$ cat src/rtl/uart_pkg.sv
// uart_pkg: shared UART definitions for the receive and transmit paths.
//   DATA_BITS  : payload bits per frame (8N1, LSB first)
//   IDX_W      : width of a bit index within the payload
//   rx_state_t : receiver frame-tracking states
//   half_count : bit-timer count at which a bit centre is reached
package uart_pkg;

  localparam int DATA_BITS = 8;
  localparam int IDX_W     = $clog2(DATA_BITS);

  typedef enum logic [2:0] {
    IDLE,
    START,
    DATA,
    STOP,
    WAIT_IDLE
  } rx_state_t;

  // Integer division keeps the centre sample on or just before the true middle.
  function automatic int half_count(input int clks_per_bit);
    return (clks_per_bit - 1) / 2;
  endfunction

endpackage

$ cat src/rtl/uart_bit_timer.sv
// uart_bit_timer: bit-period counter for the UART receiver.
//   clk       in  system clock
//   rst       in  async reset, active-high
//   clr       in  force the count back to 0 on the next edge
//   half_tick out count == (CLKS_PER_BIT-1)/2, the centre of a bit started at count 0
//   full_tick out count == CLKS_PER_BIT-1; the counter wraps to 0 on the next edge
module uart_bit_timer
  import uart_pkg::*;
#(
  parameter int CLKS_PER_BIT = 16
) (
  input  logic clk,
  input  logic rst,
  input  logic clr,
  output logic half_tick,
  output logic full_tick
);

  localparam int CNT_W = (CLKS_PER_BIT > 1) ? $clog2(CLKS_PER_BIT) : 1;
  localparam logic [CNT_W-1:0] HALF = CNT_W'(half_count(CLKS_PER_BIT));
  localparam logic [CNT_W-1:0] LAST = CNT_W'(CLKS_PER_BIT - 1);

  logic [CNT_W-1:0] cnt;

  always_ff @(posedge clk or posedge rst) begin
    if (rst) begin
      cnt <= '0;
    end else if (clr || (cnt == LAST)) begin
      cnt <= '0;
    end else begin
      cnt <= cnt + 1'b1;
    end
  end

  assign half_tick = (cnt == HALF);
  assign full_tick = (cnt == LAST);

endmodule

$ cat src/rtl/uart_rx_msg.sv
// uart_rx_msg: UART 8N1 receiver with a one-entry holding register.
//   clk       in  system clock, rising edge
//   nRst      in  async reset, active-high (1 = reset)
//   rx_serial in  serial line, idle high, asynchronous to clk
//   rx_ready  in  consumer takes rx_byte this cycle when rx_valid=1
//   rx_byte   out received byte, stable while rx_valid=1
//   rx_valid  out holding register full
//   frame_err out one-cycle pulse: stop bit sampled low, byte discarded
//   overrun   out one-cycle pulse: byte completed while holding register full, byte dropped
//   rx_busy   out receiver is in any state other than IDLE
module uart_rx_msg
  import uart_pkg::*;
#(
  parameter int CLKS_PER_BIT = 16
) (
  input  logic                 clk,
  input  logic                 nRst,
  input  logic                 rx_serial,
  input  logic                 rx_ready,
  output logic [DATA_BITS-1:0] rx_byte,
  output logic                 rx_valid,
  output logic                 frame_err,
  output logic                 overrun,
  output logic                 rx_busy
);

  localparam logic [IDX_W-1:0] LAST_IDX = IDX_W'(DATA_BITS - 1);

  logic                 sync_p0;
  logic                 rxs;
  rx_state_t            state;
  rx_state_t            state_nxt;
  logic                 tmr_clr;
  logic                 half_tick;
  logic                 full_tick;
  logic                 sample_bit;
  logic                 stop_ok;
  logic                 stop_bad;
  logic [IDX_W-1:0]     idx;
  logic [DATA_BITS-1:0] shift;
  logic                 dlv_p;

  // Stage p0/p1: two-flop synchronizer; idles high so reset never looks like a start bit
  always_ff @(posedge clk or posedge nRst) begin
    if (nRst) begin
      sync_p0 <= 1'b1;
      rxs     <= 1'b1;
    end else begin
      sync_p0 <= rx_serial;
      rxs     <= sync_p0;
    end
  end

  uart_bit_timer #(
    .CLKS_PER_BIT(CLKS_PER_BIT)
  ) u_timer (
    .clk      (clk),
    .rst      (nRst),
    .clr      (tmr_clr),
    .half_tick(half_tick),
    .full_tick(full_tick)
  );

  always_ff @(posedge clk or posedge nRst) begin
    if (nRst) begin
      state <= IDLE;
    end else begin
      state <= state_nxt;
    end
  end

  // The timer is held at 0 in IDLE so that START measures from the detected edge,
  // and is cleared again at the start-bit centre so every later full_tick is a bit centre.
  always_comb begin
    state_nxt  = state;
    tmr_clr    = 1'b0;
    sample_bit = 1'b0;
    stop_ok    = 1'b0;
    stop_bad   = 1'b0;
    case (state)
      IDLE: begin
        tmr_clr = 1'b1;
        if (!rxs) state_nxt = START;
      end
      START: begin
        if (half_tick) begin
          tmr_clr   = 1'b1;
          state_nxt = rxs ? IDLE : DATA;
        end
      end
      DATA: begin
        if (full_tick) begin
          sample_bit = 1'b1;
          if (idx == LAST_IDX) state_nxt = STOP;
        end
      end
      STOP: begin
        if (full_tick) begin
          if (rxs) begin
            stop_ok   = 1'b1;
            state_nxt = IDLE;
          end else begin
            stop_bad  = 1'b1;
            state_nxt = WAIT_IDLE;
          end
        end
      end
      WAIT_IDLE: begin
        // A held-low line (break) must not be mistaken for a new start bit.
        tmr_clr = 1'b1;
        if (rxs) state_nxt = IDLE;
      end
      default: state_nxt = IDLE;
    endcase
  end

  always_ff @(posedge clk or posedge nRst) begin
    if (nRst) begin
      idx <= '0;
    end else if ((state == START) && half_tick) begin
      idx <= '0;
    end else if (sample_bit) begin
      idx <= idx + 1'b1;
    end
  end

  // Stage p2: payload shift register (LSB first, written by index)
  always_ff @(posedge clk) begin
    if (sample_bit) shift[idx] <= rxs;
  end

  // Stage p3: deliver cycle follows the stop-bit sample; holding register and flag pulses
  always_ff @(posedge clk or posedge nRst) begin
    if (nRst) begin
      dlv_p <= 1'b0;
    end else begin
      dlv_p <= stop_ok;
    end
  end

  always_ff @(posedge clk or posedge nRst) begin
    if (nRst) begin
      rx_byte   <= '0;
      rx_valid  <= 1'b0;
      frame_err <= 1'b0;
      overrun   <= 1'b0;
    end else begin
      frame_err <= stop_bad;
      overrun   <= dlv_p && rx_valid && !rx_ready;
      // A consumer take and a new delivery in the same cycle swap bytes without a bubble.
      if (dlv_p && (!rx_valid || rx_ready)) begin
        rx_byte  <= shift;
        rx_valid <= 1'b1;
      end else if (rx_valid && rx_ready) begin
        rx_valid <= 1'b0;
      end
    end
  end

  assign rx_busy = (state != IDLE);

endmodule

$ cat config.mk
export PLATFORM = sky130hd
export DESIGN_NAME = uart_rx_msg
export DESIGN_NICKNAME = d
export VERILOG_FILES = /design/src/rtl/uart_pkg.sv /design/src/rtl/uart_bit_timer.sv /design/src/rtl/uart_rx_msg.sv
export SDC_FILE = /design/constraint.sdc
export NUM_CORES = 1
export LEC_CHECK = 0
export ABC_CLOCK_PERIOD_IN_PS = 3200
export CORE_MARGIN = 2
export CORE_UTILIZATION = 50
export DETAILED_ROUTE_END_ITERATION = 7
export PLACE_DENSITY = 0.73
export SYNTH_ARGS = -nofsm -noshare
export SYNTH_HDL_FRONTEND = slang
export SYNTH_HIERARCHICAL = 1
export SYNTH_SLANG_ARGS = --single-unit
$ cat constraint.sdc
create_clock -name clk -period 3.2 [get_ports clk]
set_input_delay 0.64 -clock clk [delete_from_list [all_inputs] [get_ports clk]]
set_output_delay 0.64 -clock clk [all_outputs]
set_load 0.03 [all_outputs]
==> impl_metrics.yaml <==
run_status:
  status: "completed"
timing:
  drv_slew: 0
  setup_viol: 0
  clock.fmax_ghz: 0.4159
  worst_slew_pin_slew_ns: 0.7609
  tns_ns: 0
  slew_headroom_pct: 49.21
  fin_crit_ns: 2.405
  skew_ns: 0.008142
  setup_slack_ns: 0.7955
  rsz0062_at_grt: "false"
  finalHoldViolCount: 0
  min_period_over_period_pct: 75.14
synthesis:
  syn_area_sq_mm: 0.001343
  seq_area_frac_synth_pct: 62.81
  synthCells: 106
  ys_warn_count: 6
  ys_seq_elements: 32
  syn_avg_cell_area_sq_um: 12.67
  synth.distinct_cells: 28
  postSynthNetCount: 113
power_and_ir_drop:
  leakage_uw: 0.0006825
  netSwitchingFraction_pct: 31.80
  p_sw_uw: 387.5
  p_per_area_mw_per_mm2: 766.8
  clkPwrFrac_pct: 23.7
  power.internal_uw: 831.0
  irDropWorstVdd_mv: 0.4703
  comb_power_share_pct: 28.6
  p_seq_share_pct: 47.8
floorplanning:
  core_sq_mm: 0.002500
  die-height_um: 55.82
  num_rows: 18
  io_pins: 16
  die-area_sq_mm: 0.003115
  start_util_pct: 53.70
  die_x_um: 55.82
clock_network:
  clkTransAtPathRegs_ns: 0.10
  cts_sinks: 32
  cts_root_buf: "clkbuf_4"
  h-tree-depth: 2
  cts_buffers: 5
  clk_latency_ns: 0.32
  clk_path_buf_depth: 2
  post_cts_buffers: 0
  tritoncts: "built"
  ctsHoldBuffers: 0
  cts_resized: 0
global_routing:
  overflow: 0
  grt_use_total_pct: 14.82
  grt_pass1_wl_um: 3456
  grt_pass1_vias: 746
  grt_max_degree: 21
  antenna_found_initial: 0
finish:
  fill_cells: 202
  diodes: 0
  area_delta_synth_final_pct: 18.36
  drive_gt1_share_pct: 18.11
  layout_commonest_cell: "dfrtp_1"
  utilization_pct: 63.56
  layout_common_cells: "dfrtp_1 (22), nor2_1 (17), clkdlybuf4s50_1 (15)"
  nets: 133
placement:
  port_buffers: 15
  pre_cts_ws_ns: 1.151
  dp_hpwl_um: 1407
  place_congestion: 0.7865
setup_path:
  required_ns: 2.56
  crit_type: "flop to output pin"
  crit_path_end_kind: "output pin"
  cp_slowest_cell: "clkdlybuf4s50_1"
  arrival_ns: 1.76
  worst_setup_path_start_kind: "flop"
  slowest_delay_ns: 0.59
  cp_cell_sequence: "or3_1 -> clkdlybuf4s50_1"
  crit_buf_inv: 1
  crit_family: "buffers and inverters"
  crit_fanout: 10
drt:
  routed_wl_um: 1992
  antenna_left: 0
  dr_wl_met3_um: 134
  detail_route.first_pass.iterations: 4
  wl_met2_um: 885
  highest_layer: "met4"
  drc: 0
  num_vias: 818
  drt_iter0_markers: 23
  post_drt_via_cell_ratio: 5.210
  wl_met1_um: 931
  wl_per_cell_um: 12.69
job:
  maxCapViolations: 0
worst_hold_path:
  hp-class: "flop to flop"
==> synthesized netlist by cell type, drive strengths merged <==
cell type   n  area (sq um)
dfrtp      22         550.5
nor2       17         63.81
edfxtp      8         240.2
mux2        8         90.09
nand2       8         32.54
inv         6         22.52
a21oi       5         25.02
nand2b      5         33.78
buf         3         23.77
ha          3         37.54
nor3        3         30.03
dfstp       2         52.55
mux2i       2         20.02
nand4b      2         17.52
nor4bb      2         20.02
o21ai       2         10.01
xnor2       2         17.52
a211oi      1         7.510
a311oi      1         8.760
and3        1         11.26
nor3b       1         12.51
nor4b       1         8.760
or3         1         6.260
==> through the flow <==
stage | hold slack [ns] | instance area [sq um] | power (uW) | cells
after global placement | 0.3453 | 1514 | 923.2 | 149
after global routing | 0.3701 | 1589 | 1296 | 157
after detailed placement | 0.3476 | 1514 | 941.6 | 149
after CTS | 0.3613 | 1589 | 1233 | 157
after floorplan | 0.3452 | 1343 | 829.4 | 106
final | 0.3606 | 1589 | 1218 | 157
==> final timing paths <==
kind	from	to	slack, ns	cells after the start
min reg2reg	sync_p0	rxs	0.36	0
min in group asynchronous	nRst	u_timer/cnt[2]	0.52	2
max reg2reg	u_timer/cnt[0]	shift[6]	1.32	6
min	sync_p0	rxs	0.36	0
max in group asynchronous	nRst	dlv_p	1.95	2
max	state[0]	rx_busy	0.80	2
==> per-layer routing <==
metal  up-vias  global-route usage, %
li1        401                      -
met1       389                  19.54
met2        23                  20.75
met3         5                  7.442
met4         0                  6.122
met5         -                      0
==> kinds of logic (layout without fill, tap and decap cells) <==
family          Yosys count  in the layout  synth area share (%)
fa+ha+maj                 3              3                 2.796
xor+xnor                  2              2                 1.305
simple gates             41             41                 17.62
mux                      10             10                 8.202
buf+inv                   9             30                 3.448
flops                    32             32                 62.81
compound gates            9              9                 3.821
==> sequential cells by signal (all words and copies together) (netlist names) <==
register / count
rx_byte: 8
idx: 3
shift: 8
sync_p0: 1
frame_err: 1
overrun: 1
state: 3
u_timer/cnt: 4
dlv_p: 1
rxs: 1
rx_valid: 1
==> layout make-up <==
class / count / area [sq um] / share of cell area, %
sequential: 32 / 843.3 / 53.07
tap: 30 / 37.54 / 2.362
clock buffer: 5 / 37.54 / 2.362
inverter: 6 / 22.52 / 1.417
multi-input combinational: 65 / 452.9 / 28.50
clock inverter: 3 / 37.54 / 2.362
timing repair buffer: 16 / 157.7 / 9.921
==> power groups by stage <==
stage | combinational [uW] | sequential [uW] | clock [uW]
6_report | 348 | 582 | 288
3_5_place_dp | 352 | 590 | 0
3_3_place_gp | 342 | 582 | 0
5_1_grt | 381 | 599 | 315
2_1_floorplan | 196 | 633 | 0
4_1_cts | 354 | 581 | 298
No activity file was read; power rests on OpenSTA's default activity.
